===== config.mk =====
export PLATFORM = sky130hd
export DESIGN_NAME = mem_bus_arb
export DESIGN_NICKNAME = d
export VERILOG_FILES = /design/src/rtl/mem_bus_arb.sv
export SDC_FILE = /design/constraint.sdc
export NUM_CORES = 1
export LEC_CHECK = 0
export ABC_AREA = 1
export BUFFER_PORTS_ARGS = -buffer_cell sky130_fd_sc_hd__buf_2
export CAP_MARGIN = 20
export CORE_MARGIN = 5
export CORE_UTILIZATION = 47
export DETAILED_ROUTE_END_ITERATION = 12
export PLACE_DENSITY_LB_ADDON = 0.15
export SETUP_SLACK_MARGIN = 0.3
export SYNTH_ARGS = -nofsm -noshare
export SYNTH_HDL_FRONTEND = slang
export SYNTH_SLANG_ARGS = --single-unit

===== constraint.sdc =====
create_clock -name clock -period 2.6 [get_ports clock]
set_input_delay 0.52 -clock clock [delete_from_list [all_inputs] [get_ports clock]]
set_output_delay 0.52 -clock clock [all_outputs]
set_load 0.05 [all_outputs]

===== src/rtl/mem_bus_arb.sv =====
// mem_bus_arb: two-requester arbiter sharing one single-port memory (req0 = CPU, req1 = loader)
// Ports: clock, n_rst (sync, active-low); per requester reqN/weN/addrN/wdataN in, gntN/ackN pulses out;
// rdata (valid with ack), stall0 = req0 & ~ack0; mem_en/mem_we/mem_addr/mem_dout to the macro, mem_din back.
// Define MEM_BUS_ARB_RR_EN for round-robin on ties; otherwise req0 has fixed priority.
module mem_bus_arb #(
   parameter int DATA_W  = 16,
   parameter int MEM_LAT = 1
) (
   input  logic              clock,
   input  logic              n_rst,
   input  logic              req0,
   input  logic              we0,
   input  logic [DATA_W-1:0] addr0,
   input  logic [DATA_W-1:0] wdata0,
   output logic              gnt0,
   output logic              ack0,
   input  logic              req1,
   input  logic              we1,
   input  logic [DATA_W-1:0] addr1,
   input  logic [DATA_W-1:0] wdata1,
   output logic              gnt1,
   output logic              ack1,
   output logic [DATA_W-1:0] rdata,
   output logic              stall0,
   output logic              mem_en,
   output logic              mem_we,
   output logic [DATA_W-1:0] mem_addr,
   output logic [DATA_W-1:0] mem_dout,
   input  logic [DATA_W-1:0] mem_din
);
   typedef enum logic [1:0] {IDLE, BUSY, ACK} state_t;
   state_t state, state_n;
   logic owner, owner_n, last_owner, last_owner_n, wr, wr_n, win;
   logic gnt0_n, gnt1_n, ack0_n, ack1_n, mem_en_n, mem_we_n;
   logic [3:0] cnt, cnt_n;
   logic [DATA_W-1:0] rdata_n, mem_addr_n, mem_dout_n;
   assign stall0 = req0 & ~ack0;
`ifdef MEM_BUS_ARB_RR_EN
   assign win = req1 & (~req0 | ~last_owner);
`else
   assign win = ~req0;
`endif
   // BUSY runs MEM_LAT+1 cycles: mem_en covers the MEM_LAT issue cycles, the final cycle captures mem_din.
   always_comb begin
      state_n      = state;
      owner_n      = owner;
      last_owner_n = last_owner;
      wr_n         = wr;
      cnt_n        = cnt;
      gnt0_n       = 1'b0;
      gnt1_n       = 1'b0;
      ack0_n       = 1'b0;
      ack1_n       = 1'b0;
      mem_en_n     = mem_en;
      mem_we_n     = 1'b0;
      mem_addr_n   = mem_addr;
      mem_dout_n   = mem_dout;
      rdata_n      = rdata;
      case (state)
         IDLE: if (req0 | req1) begin
            state_n    = BUSY;
            owner_n    = win;
            gnt0_n     = ~win;
            gnt1_n     = win;
            mem_en_n   = 1'b1;
            mem_we_n   = win ? we1 : we0;
            wr_n       = win ? we1 : we0;
            mem_addr_n = win ? addr1 : addr0;
            mem_dout_n = win ? wdata1 : wdata0;
            cnt_n      = 4'(MEM_LAT);
         end
         BUSY: if (cnt != 4'd0) begin
            cnt_n    = cnt - 4'd1;
            mem_en_n = cnt != 4'd1;
         end else begin
            rdata_n      = wr ? rdata : mem_din;
            ack0_n       = ~owner;
            ack1_n       = owner;
            mem_en_n     = 1'b0;
            last_owner_n = owner;
            state_n      = ACK;
         end
         default: state_n = IDLE;
      endcase
   end
   always_ff @(posedge clock) begin
      if (!n_rst) begin
         state      <= IDLE;
         owner      <= 1'b0;
         last_owner <= 1'b1;
         wr         <= 1'b0;
         cnt        <= 4'd0;
         gnt0       <= 1'b0;
         gnt1       <= 1'b0;
         ack0       <= 1'b0;
         ack1       <= 1'b0;
         mem_en     <= 1'b0;
         mem_we     <= 1'b0;
         mem_addr   <= '0;
         mem_dout   <= '0;
         rdata      <= '0;
      end else begin
         state      <= state_n;
         owner      <= owner_n;
         last_owner <= last_owner_n;
         wr         <= wr_n;
         cnt        <= cnt_n;
         gnt0       <= gnt0_n;
         gnt1       <= gnt1_n;
         ack0       <= ack0_n;
         ack1       <= ack1_n;
         mem_en     <= mem_en_n;
         mem_we     <= mem_we_n;
         mem_addr   <= mem_addr_n;
         mem_dout   <= mem_dout_n;
         rdata      <= rdata_n;
      end
   end
endmodule


==> impl_results.md <==
* Synth warn at 0
* Netlist cell types at 23
* Top cell type by total area after synthesis: dfxtp_1
* Post-layout nets at between 500 and 600
* Port buffer count at 140
* Clock buffer depth at 2
* Net Sw Frac at between 30% and 40%
* Share of layout cells above drive strength 1 at between 30 and 40%
* CTS Sinks at 62
* Area Overhead vs Synth at 35.7%
* Power Internal at approximately 1.7 mW
* Worst Reg-to-Reg Cells at 7
* Psw at 1.01 mW
* Unrepaired setup endpoints after global routing: false
* Clock root buffer: clkbuf_8
* # IOs at ~140
* Reg2Reg Setup Slack at 0.95 ns
* WL/cell at roughly 14 um
* Leakage at around 1.7 nW
* Tcrit/Tclk final at a little under two thirds
* First-pass GRT wire length at 10.5 mm
* CP Launch Point: cnt[0]
* CP most frequent cell: nand2_1
* Routability cong. at ~0.8
* Routed vias at 2378
* VDD IR max at around 0.35 mV
* Final ANT Viol Nets at 0
* Initial core utilization at between 40% and 50%
* Largest delay contributor family on the critical path: simple AND/OR/NAND/NOR gates
* Cell Area, Placed at 0.00320 sq mm
* Worst-path clk slew at roughly 0.06 ns
* FMAX at 0.606 GHz
* Reg2reg end: rdata[5]
* Iter 0 DRT Violations at roughly 110
* Max_cap viols at 0
* Critical path depth at 7
* Max incr delay on CP at 0.34 ns
* Grt ovf at 0
* CTS tree: built
* Syn nets at 370
* Worst path cell trace: inv_1, ha_1, nand2_1, inv_2, nand3_2, nand2_1, a21oi_1
* Setup_tns at 0 ns
* GRT Total Usage at slightly above 20%
* Die Height at around 83 um
* Synthesized flop and latch total at slightly above 60
* Core ar. at 0.00514 sq mm
* HP Class: register to register
* Ranking of synthesized cells by area: dfxtp_1 50%, mux2i_1 13%, nand2_1 8.6%
* Final Util at about two thirds
* Worst skew pair latency at 0.32 ns
* Pin count of the biggest net entering global routing at 36
* Initial antenna violation count at 0
* WP data arrival at 1.85 ns
* Vias per cell at slightly below 5
* Place WS at ~0.82 ns
* Detailed-route wire length at between 6 and 7 mm
* Setup WS post-layout at 0.951 ns
* Max-slew headroom at about 63%
* Fin crit period at 1.65 ns
* Total die area at between 0.006 and 0.007 sq mm
* N_diodes at 0
* HPWL Detailed at ~5 mm
* CP max stage cell: nand3_2
* Post-CTS Resized at 0
* Fillers at 460
* WP data required at between 2 and 3 ns
* Power share of the clock group at a little over a quarter
* Max Clock Skew at between 0.002 and 0.003 ns
* Share of the synthesized area in the top cell type at 49.9%
* Register share of total power at slightly above 40%
* Setup Crit Path Kind: register to register
* Die X at 82.8 um
* Maximum fanout along the worst path at 18
* Vias in the first global route at between 2000 and 2500
* Drt first pass iters at 6
* Pwr/cell area at approximately 800 mW/mm^2
* DR DRC count at 0
* Status: complete, no violations
* Final Cell Area at 0.00338 sq mm
* Critical path launch point type: register
* Sequential area share after synthesis at between 40% and 50%
* Rows at 26
* Combinational share of power at 31.3%
* Worst r2r src: cnt[0]
* Final hold vios at 0
* WP buf/inv at 2
* Fin. max-slew vios at 0
* Max H-tree Level at 3
* Final setup fails at 0
* CTS hold repair buffers at 0
* Post-CTS Setup Inserts at 0
* Gate Count Post-Synth at roughly 280
* Worst slew pin tran at 0.558 ns
* TritonCTS buffer count at 9
* Element type at the critical path end: register
* Cell Area, Synth at approximately 0.0025 sq mm
* Synth Area per Inst at just under 9 sq um
* Critical Path End: rdata[5]
-- per-layer routing --
layer  vias up  GRT usage [%]  share of wire, %  wire length, um
li1       1229              -                 -                -
met1      1045           23.1                39             2630
met2       100           34.7                51             3370
met3         4           6.62               9.4              624
met4         0           9.15              0.60               40
met5         -              0                 0                0
-- cells in the final DEF, fill, tap and decap left out, types with 3 or more instances in the layout --
| cell type | count |
|---|---|
| inv_1 | 9 |
| nand2_1 | 57 |
| nor3_1 | 3 |
| nor2_2 | 3 |
| ha_1 | 3 |
| clkbuf_8 | 12 |
| mux2i_1 | 33 |
| buf_4 | 4 |
| buf_2 | 140 |
| inv_2 | 3 |
| nand4_1 | 16 |
| dfxtp_1 | 62 |
| nand3_1 | 4 |
| o21ai_0 | 35 |
| a21oi_1 | 21 |
| nor2_1 | 9 |
-- power groups by stage --
| stage | Combinational [mW] | Sequential [mW] | Clock, mW |
|---|---|---|---|
| 3_3_place_gp | 0.844 | 1.14 | 0 |
| 3_5_place_dp | 0.855 | 1.14 | 0 |
| 6_report | 0.848 | 1.12 | 0.738 |
| 5_1_grt | 0.921 | 1.14 | 0.794 |
| 2_1_floorplan | 0.304 | 1.47 | 0 |
| 4_1_cts | 0.856 | 1.12 | 0.762 |
-- registers in the layout, summed over array words and instances, names as in the netlist --
register,count
mem_we,1
gnt1,1
ack0,1
mem_en,1
ack1,1
mem_dout,16
rdata,16
state,2
owner,1
mem_addr,16
gnt0,1
wr,1
cnt,4
-- logic make-up after synthesis --
kind of cell / synth area share (%)
buf+inv: 6.14
fa+ha+maj: 1.51
flops: 49.9
compound gates: 12.4
mux: 13.3
simple gates: 16.8
-- stage by stage --
stage                     power, mW  hold slack (ns)  std cells
after floorplan                1.77            0.400        281
after global placement         1.98            0.425        478
after detailed placement       1.99            0.418        478
after CTS                      2.74            0.438        492
after global routing           2.85            0.450        492
final                          2.71            0.441        492
-- cell usage after synthesis --
cell type  instances
nand2_1           57
o21ai_0           35
buf_4              4
nand3_2            1
inv_1              9
o21ai_4            1
nand4_1           16
ha_1               3
o22ai_1            1
buf_2              8
nor2_1             9
a21oi_1           21
clkinv_1           1
nor3_1             3
inv_2              3
nor2_2             3
mux2i_1           33
buf_6              2
nand2_2            1
clkbuf_1           3
dfxtp_1           62
nand3_1            4
o21ai_1            1
-- final cells by class --
type	count	area, sq um	area share (%)
Timing Repair Buffer	144	731	21.6
Tap cell	70	87.6	2.59
Multi-Input combinational cell	189	1090	32.4
Inverter	13	48.8	1.45
Clock inverter	1	5.00	0.148
Clock buffer	13	169	5.00
Sequential cell	62	1240	36.8
-- worst min-delay path by stage --
stage	depth (start not counted)	slack (ns)	startpoint	to
2_1_floorplan	1	0.40	owner	ack0
3_3_place_gp	1	0.42	owner	ack0
3_5_place_dp	1	0.42	owner	ack0
4_1_cts	1	0.44	owner	ack0
5_1_grt	1	0.45	owner	ack0
6_report	1	0.44	owner	ack0
Note: power is estimated with default switching activity, not from simulation.
